[config.mk]
export PLATFORM = sky130hd
export DESIGN_NAME = ula_sequenciador_flat
export DESIGN_NICKNAME = d
export VERILOG_FILES = /design/src/rtl/ula_sequenciador_if.sv /design/src/rtl/ula_sequenciador.sv /design/src/flat_wrapper.sv
export SDC_FILE = /design/constraint.sdc
export NUM_CORES = 1
export LEC_CHECK = 0
export ABC_AREA = 0
export ABC_CLOCK_PERIOD_IN_PS = 6250
export BUFFER_PORTS_ARGS = -buffer_cell sky130_fd_sc_hd__buf_2
export CAP_MARGIN = 25
export CORE_MARGIN = 4
export CORE_UTILIZATION = 49
export CTS_CLUSTER_DIAMETER = 30
export DETAILED_ROUTE_END_ITERATION = 8
export PLACE_DENSITY = 0.8
export SLEW_MARGIN = 20
export SYNTH_ARGS = -nofsm -noshare
export SYNTH_HDL_FRONTEND = slang
export SYNTH_SLANG_ARGS = --single-unit
[constraint.sdc]
create_clock -name clock -period 6.25 [get_ports clock]
set_input_delay 1.25 -clock clock [delete_from_list [all_inputs] [get_ports clock]]
set_output_delay 1.25 -clock clock [all_outputs]
set_load 0.02 [all_outputs]
[src/rtl/ula_sequenciador_if.sv]
// Command and response channels between the datapath control and ula_sequenciador.
// The master drives commands and takes responses; the slave is the sequencer itself.
interface ula_sequenciador_if #(
  parameter int LARGURA = 32
);
  logic               cmd_valido;
  logic               cmd_pronto;
  logic [2:0]         cmd_op;
  logic [LARGURA-1:0] cmd_x;
  logic [LARGURA-1:0] cmd_y;
  logic               cmd_acum;
  logic               resp_valido;
  logic               resp_pronto;
  logic [LARGURA-1:0] resp_resultado;
  logic               resp_N;
  logic               resp_Z;
  logic               resp_erro;

  modport master (
    output cmd_valido, cmd_op, cmd_x, cmd_y, cmd_acum, resp_pronto,
    input  cmd_pronto, resp_valido, resp_resultado, resp_N, resp_Z, resp_erro
  );

  modport slave (
    input  cmd_valido, cmd_op, cmd_x, cmd_y, cmd_acum, resp_pronto,
    output cmd_pronto, resp_valido, resp_resultado, resp_N, resp_Z, resp_erro
  );
endinterface

[src/rtl/ula_sequenciador.sv]
// Issues one command at a time to a combinational ULA, captures its result and flags,
// and returns them over a response handshake, with an accumulator and a division-by-zero guard.
module ula_sequenciador #(
  parameter int LARGURA = 32
) (
  input  logic               clock,
  input  logic               reset,
  ula_sequenciador_if.slave  cmd_resp,
  output logic [2:0]         ula_selecao,
  output logic [LARGURA-1:0] ula_X,
  output logic [LARGURA-1:0] ula_Y,
  input  logic [LARGURA-1:0] ula_resultado,
  input  logic               ula_N,
  input  logic               ula_Z,
  output logic [LARGURA-1:0] acumulador
);

  typedef enum logic [1:0] {
    OCIOSO   = 2'd0,
    EMITE    = 2'd1,
    RESPONDE = 2'd2
  } estado_t;

  estado_t            estado_q, estado_d;
  logic [2:0]         selecao_q, selecao_d;
  logic [LARGURA-1:0] x_q, x_d;
  logic [LARGURA-1:0] y_q, y_d;
  logic [LARGURA-1:0] acum_q, acum_d;
  logic               resp_valido_q, resp_valido_d;
  logic [LARGURA-1:0] resp_resultado_q, resp_resultado_d;
  logic               resp_n_q, resp_n_d;
  logic               resp_z_q, resp_z_d;
  logic               resp_erro_q, resp_erro_d;

  logic               div_zero;
  logic [LARGURA-1:0] x_efetivo;

  assign div_zero  = (cmd_resp.cmd_op == 3'b110) && (cmd_resp.cmd_y == '0);
  assign x_efetivo = cmd_resp.cmd_acum ? acum_q : cmd_resp.cmd_x;

  always_comb begin
    estado_d         = estado_q;
    selecao_d        = selecao_q;
    x_d              = x_q;
    y_d              = y_q;
    acum_d           = acum_q;
    resp_valido_d    = resp_valido_q;
    resp_resultado_d = resp_resultado_q;
    resp_n_d         = resp_n_q;
    resp_z_d         = resp_z_q;
    resp_erro_d      = resp_erro_q;
    unique case (estado_q)
      OCIOSO: begin
        if (cmd_resp.cmd_valido) begin
          if (div_zero) begin
            // The ULA is never driven for a division by zero; the error answer is immediate.
            resp_resultado_d = {LARGURA{1'b1}};
            resp_n_d         = 1'b1;
            resp_z_d         = 1'b0;
            resp_erro_d      = 1'b1;
            resp_valido_d    = 1'b1;
            estado_d         = RESPONDE;
          end else begin
            selecao_d = cmd_resp.cmd_op;
            x_d       = x_efetivo;
            y_d       = cmd_resp.cmd_y;
            estado_d  = EMITE;
          end
        end
      end
      EMITE: begin
        resp_resultado_d = ula_resultado;
        resp_n_d         = ula_N;
        resp_z_d         = ula_Z;
        resp_erro_d      = 1'b0;
        resp_valido_d    = 1'b1;
        acum_d           = ula_resultado;
        estado_d         = RESPONDE;
      end
      RESPONDE: begin
        if (cmd_resp.resp_pronto) begin
          resp_valido_d = 1'b0;
          estado_d      = OCIOSO;
        end
      end
      default: estado_d = OCIOSO;
    endcase
  end

  always_ff @(posedge clock or posedge reset) begin
    if (reset) begin
      estado_q         <= OCIOSO;
      selecao_q        <= '0;
      x_q              <= '0;
      y_q              <= '0;
      acum_q           <= '0;
      resp_valido_q    <= 1'b0;
      resp_resultado_q <= '0;
      resp_n_q         <= 1'b0;
      resp_z_q         <= 1'b0;
      resp_erro_q      <= 1'b0;
    end else begin
      estado_q         <= estado_d;
      selecao_q        <= selecao_d;
      x_q              <= x_d;
      y_q              <= y_d;
      acum_q           <= acum_d;
      resp_valido_q    <= resp_valido_d;
      resp_resultado_q <= resp_resultado_d;
      resp_n_q         <= resp_n_d;
      resp_z_q         <= resp_z_d;
      resp_erro_q      <= resp_erro_d;
    end
  end

  assign cmd_resp.cmd_pronto     = (estado_q == OCIOSO);
  assign cmd_resp.resp_valido    = resp_valido_q;
  assign cmd_resp.resp_resultado = resp_resultado_q;
  assign cmd_resp.resp_N         = resp_n_q;
  assign cmd_resp.resp_Z         = resp_z_q;
  assign cmd_resp.resp_erro      = resp_erro_q;
  assign ula_selecao             = selecao_q;
  assign ula_X                   = x_q;
  assign ula_Y                   = y_q;
  assign acumulador              = acum_q;

endmodule
[src/flat_wrapper.sv]
// flat-port wrapper written by rule: the top's interface ports become plain ports
module ula_sequenciador_flat 
#(
  parameter int LARGURA = 32
)
  (clock, reset, ula_selecao, ula_X, ula_Y, ula_resultado, ula_N, ula_Z, acumulador, cmd_resp_cmd_valido, cmd_resp_cmd_op, cmd_resp_cmd_x, cmd_resp_cmd_y, cmd_resp_cmd_acum, cmd_resp_resp_pronto, cmd_resp_cmd_pronto, cmd_resp_resp_valido, cmd_resp_resp_resultado, cmd_resp_resp_N, cmd_resp_resp_Z, cmd_resp_resp_erro);
  ula_sequenciador_if #(.LARGURA(LARGURA)) cmd_resp_i ();
  input  logic clock;
  input  logic reset;
  output logic [2:0] ula_selecao;
  output logic [LARGURA-1:0] ula_X;
  output logic [LARGURA-1:0] ula_Y;
  input  logic [LARGURA-1:0] ula_resultado;
  input  logic ula_N;
  input  logic ula_Z;
  output logic [LARGURA-1:0] acumulador;
  input wire logic [$bits(cmd_resp_i.cmd_valido)-1:0] cmd_resp_cmd_valido;
  input wire logic [$bits(cmd_resp_i.cmd_op)-1:0] cmd_resp_cmd_op;
  input wire logic [$bits(cmd_resp_i.cmd_x)-1:0] cmd_resp_cmd_x;
  input wire logic [$bits(cmd_resp_i.cmd_y)-1:0] cmd_resp_cmd_y;
  input wire logic [$bits(cmd_resp_i.cmd_acum)-1:0] cmd_resp_cmd_acum;
  input wire logic [$bits(cmd_resp_i.resp_pronto)-1:0] cmd_resp_resp_pronto;
  output wire logic [$bits(cmd_resp_i.cmd_pronto)-1:0] cmd_resp_cmd_pronto;
  output wire logic [$bits(cmd_resp_i.resp_valido)-1:0] cmd_resp_resp_valido;
  output wire logic [$bits(cmd_resp_i.resp_resultado)-1:0] cmd_resp_resp_resultado;
  output wire logic [$bits(cmd_resp_i.resp_N)-1:0] cmd_resp_resp_N;
  output wire logic [$bits(cmd_resp_i.resp_Z)-1:0] cmd_resp_resp_Z;
  output wire logic [$bits(cmd_resp_i.resp_erro)-1:0] cmd_resp_resp_erro;
  assign cmd_resp_i.cmd_valido = cmd_resp_cmd_valido;
  assign cmd_resp_i.cmd_op = cmd_resp_cmd_op;
  assign cmd_resp_i.cmd_x = cmd_resp_cmd_x;
  assign cmd_resp_i.cmd_y = cmd_resp_cmd_y;
  assign cmd_resp_i.cmd_acum = cmd_resp_cmd_acum;
  assign cmd_resp_i.resp_pronto = cmd_resp_resp_pronto;
  assign cmd_resp_cmd_pronto = cmd_resp_i.cmd_pronto;
  assign cmd_resp_resp_valido = cmd_resp_i.resp_valido;
  assign cmd_resp_resp_resultado = cmd_resp_i.resp_resultado;
  assign cmd_resp_resp_N = cmd_resp_i.resp_N;
  assign cmd_resp_resp_Z = cmd_resp_i.resp_Z;
  assign cmd_resp_resp_erro = cmd_resp_i.resp_erro;
  ula_sequenciador #(.LARGURA(LARGURA)) u_core (.clock(clock), .reset(reset), .cmd_resp(cmd_resp_i), .ula_selecao(ula_selecao), .ula_X(ula_X), .ula_Y(ula_Y), .ula_resultado(ula_resultado), .ula_N(ula_N), .ula_Z(ula_Z), .acumulador(acumulador));
endmodule
==> metrics.yaml <==
clock_tree:
  h-tree-depth: 4
  clockBufferDepth: 2
  cts_tree: "yes"
  cts_setup_buffers: 0
  clkLatencyLatePin_ns: 0.42
  clk_pin_slew_ns: 0.06
  clockRootBuffer: "clkbuf_16"
  postCtsHoldBufs: 0
  post_cts_resized: 0
  cts_buffers: 17
  cts_sinks: 137
synthesis:
  synth.ff_latch_count: 137
  synthesis.area_um2: 6369
  avgSynthCellArea_um2: 9.534
  netlist_instances: 668
  postSynth.asyncResetShare_pct: 100.0
  syn-num-nets: 774
  synth-edff-count: 0
  synth.yosys.seq_area_share_pct: 53.83
  netlist.area_leader.share_pct: 53.83
  synth_area_leaders: "dfrtp_1 (54%), nand2_1 (11%), mux2i_1 (5.0%)"
  netlist-cell-type-count: 35
  synthFlopType: "dfrtp_1"
  ys_warn_count: 0
  yosys.area.top_type: "dfrtp_1"
sta:
  max_freq_ghz: 0.2690
  relSlewSlack_pct: 33.88
  worst_pin_slew_ns: 0.9918
  setup_viol: 0
  rsz0062_at_grt: "false"
  hold-worst-slack_ns: 0.4918
  fin_tns_setup_ns: 0
  report.final.slew_viol_count: 0
  skew_ns: 0.008952
  min_period_ns: 3.718
  period_share_pct: 59.48
  hold_violations: 0
grt:
  antenna_found_initial: 0
  grt_max_degree: 112
  grt_pass1_vias: 5793
  grt.overflow.total: 0
  grtUsageTotal_pct: 26.33
  grt_pass1_wl_um: 30420
setup_path:
  start_kind: "input port"
  reg2regPathDepth: 6
  cp_data_arrival_time_ns: 4.02
  cpPeakStageDelay_ns: 0.86
  worstSetupPathType: "in2reg"
  crit_chain: "buf_2, nor4_4, buf_4, and3_1, nand3_2, buf_4, a221o_1"
  crit_required_ns: 6.55
  crit_top_cell: "buf_4"
  reg2reg_to: "u_core.ula_Y[7]"
  critPathMaxFanout: 36
  end_kind: "register"
  worstReg2RegStart: "u_core.estado_q[0]"
  slowest_stage: "and3_1"
  r2r_slack_ns: 4.34
detailed_routing:
  routedWlPerCell_um: 18.32
  ant_nets: 0
  drt-total-wl_um: 19440
  drt_iter0_drc: 583
  vias: 6104
  drc: 0
  drtPass1Iterations: 7
  viasPerCell: 5.753
finish:
  multi_input_area_um2: 2646
  seqCellArea_um2: 3428
  fin_cells: 1061
  final_common_cell: "buf_2"
  layout-drive-gt1-share_pct: 32.51
  syn_to_final_growth_pct: 29.16
  antenna_cells: 0
  fin_util_pct: 64.92
  final_cell_mix: "buf_2 (241), nand2_1 (179), dfrtp_1 (137)"
  fillers: 1062
  fin_nets: 985
power:
  p_per_area_nw_per_um2: 553.4
  power_leakage_nw: 4.134
  fin_total_pwr_mw: 4.552
  ir_drop_mv: 0.3147
hold_path:
  worstHoldStart: "u_core.cmd_resp.resp_resultado[29]"
  holdPathStages: 2
  whs_endpoint: "u_core.cmd_resp.resp_resultado[29]"
  worst_hold_path_type: "reg2reg"
die:
  initial_utilization_pct: 50.26
  fp.dieArea_um2: 14890
  row_count: 41
  die_y_um: 122.0
  dieWidth_um: 122.0
  coreArea_um2: 12670
  ios: 242
status:
  outcome: "finished clean"
placement:
  port_buffers: 241
  hpwl_um: 13110
  routabilityCongestion: 0.8329
  dp.cells: 1030
job:
  maxCapViolCount: 0
==> critical path, delay by kind of cell <==
family	cells	cell delay, ns
compound gates	1	0.33
buf+inv	3	0.90
simple gates	3	1.52
==> synth_stat cells (all sizes together), types with 2 or more instances <==
| cell | n |
|---|---|
| inv | 12 |
| and2 | 4 |
| o32ai | 32 |
| mux2i | 32 |
| nand2 | 179 |
| nand2b | 3 |
| clkbuf | 50 |
| buf | 11 |
| a22oi | 2 |
| nand3 | 59 |
| nand4b | 32 |
| nor2b | 3 |
| nand4 | 26 |
| a31oi | 32 |
| nor4b | 2 |
| a21oi | 12 |
| nor4 | 6 |
| nor2 | 13 |
| o21ai | 13 |
| dfrtp | 137 |
==> state kept, by name, summed over array words and instances (netlist names) <==
register,flops
u_core.acumulador,32
u_core.cmd_resp.resp_N,1
u_core.cmd_resp.resp_Z,1
u_core.cmd_resp.resp_erro,1
u_core.cmd_resp.resp_resultado,32
u_core.cmd_resp.resp_valido,1
u_core.estado_q,2
u_core.ula_X,32
u_core.ula_Y,32
u_core.ula_selecao,3
==> power breakdown <==
part | total [mW] | switching (mW) | internal, mW
clock network | 0.951 | 0.364 | 0.587
logic | 1.96 | 1.28 | 0.683
registers | 1.64 | 0.321 | 1.32
total | 4.55 | 1.96 | 2.59
==> per-layer routing <==
layer	track usage, %	share of wire (%)	wire (um)	vias up
met1	35.03	41	8012	2940
met4	10.36	2.8	542	0
met3	7.335	8.8	1701	42
met2	41.09	47	9179	296
met5	0	0	0	-
li1	-	-	-	2826
==> final cells by class <==
cell class | count | share of cell area (%)
flip-flops and latches | 137 | 41.68
multi-input cells | 458 | 32.17
repair buffers | 253 | 16.25
clock buffers | 20 | 5.430
well taps | 172 | 2.616
clock inverters | 9 | 1.247
inverters | 12 | 0.6085
==> per-stage QoR <==
step / instance area [um2] / setup slack (ns)
final: 8225 / 2.532
after global routing: 8225 / 2.429
after CTS: 8170 / 2.415
after detailed placement: 7621 / 1.967
after global placement: 7621 / 1.993
after floorplan: 6369 / 1.332
==> logic make-up (layout without fill, tap and decap cells) <==
logic type,count (synthesis),after routing,share of synthesized area (%)
buffers and inverters,73,294,4.892
AO/OA/AOI/OAI,95,95,10.26
multiplexers,32,32,5.030
AND/OR/NAND/NOR,331,331,25.99
flip-flops,137,137,53.83
==> worst max-delay path by stage <==
| stage | endpoint | start | cells past startpoint |
|---|---|---|---|
| global placement | u_core.cmd_resp.resp_resultado[30] | cmd_resp_cmd_y[7] | 6 |
| detailed placement | u_core.cmd_resp.resp_resultado[30] | cmd_resp_cmd_y[7] | 6 |
| finish | u_core.cmd_resp.resp_Z | cmd_resp_cmd_y[8] | 7 |
| floorplan | u_core.acumulador[0] | reset | 1 |
| CTS | u_core.cmd_resp.resp_resultado[30] | cmd_resp_cmd_y[7] | 6 |
| global route | u_core.cmd_resp.resp_Z | cmd_resp_cmd_y[8] | 7 |
Power figures use the tool's default switching activity.
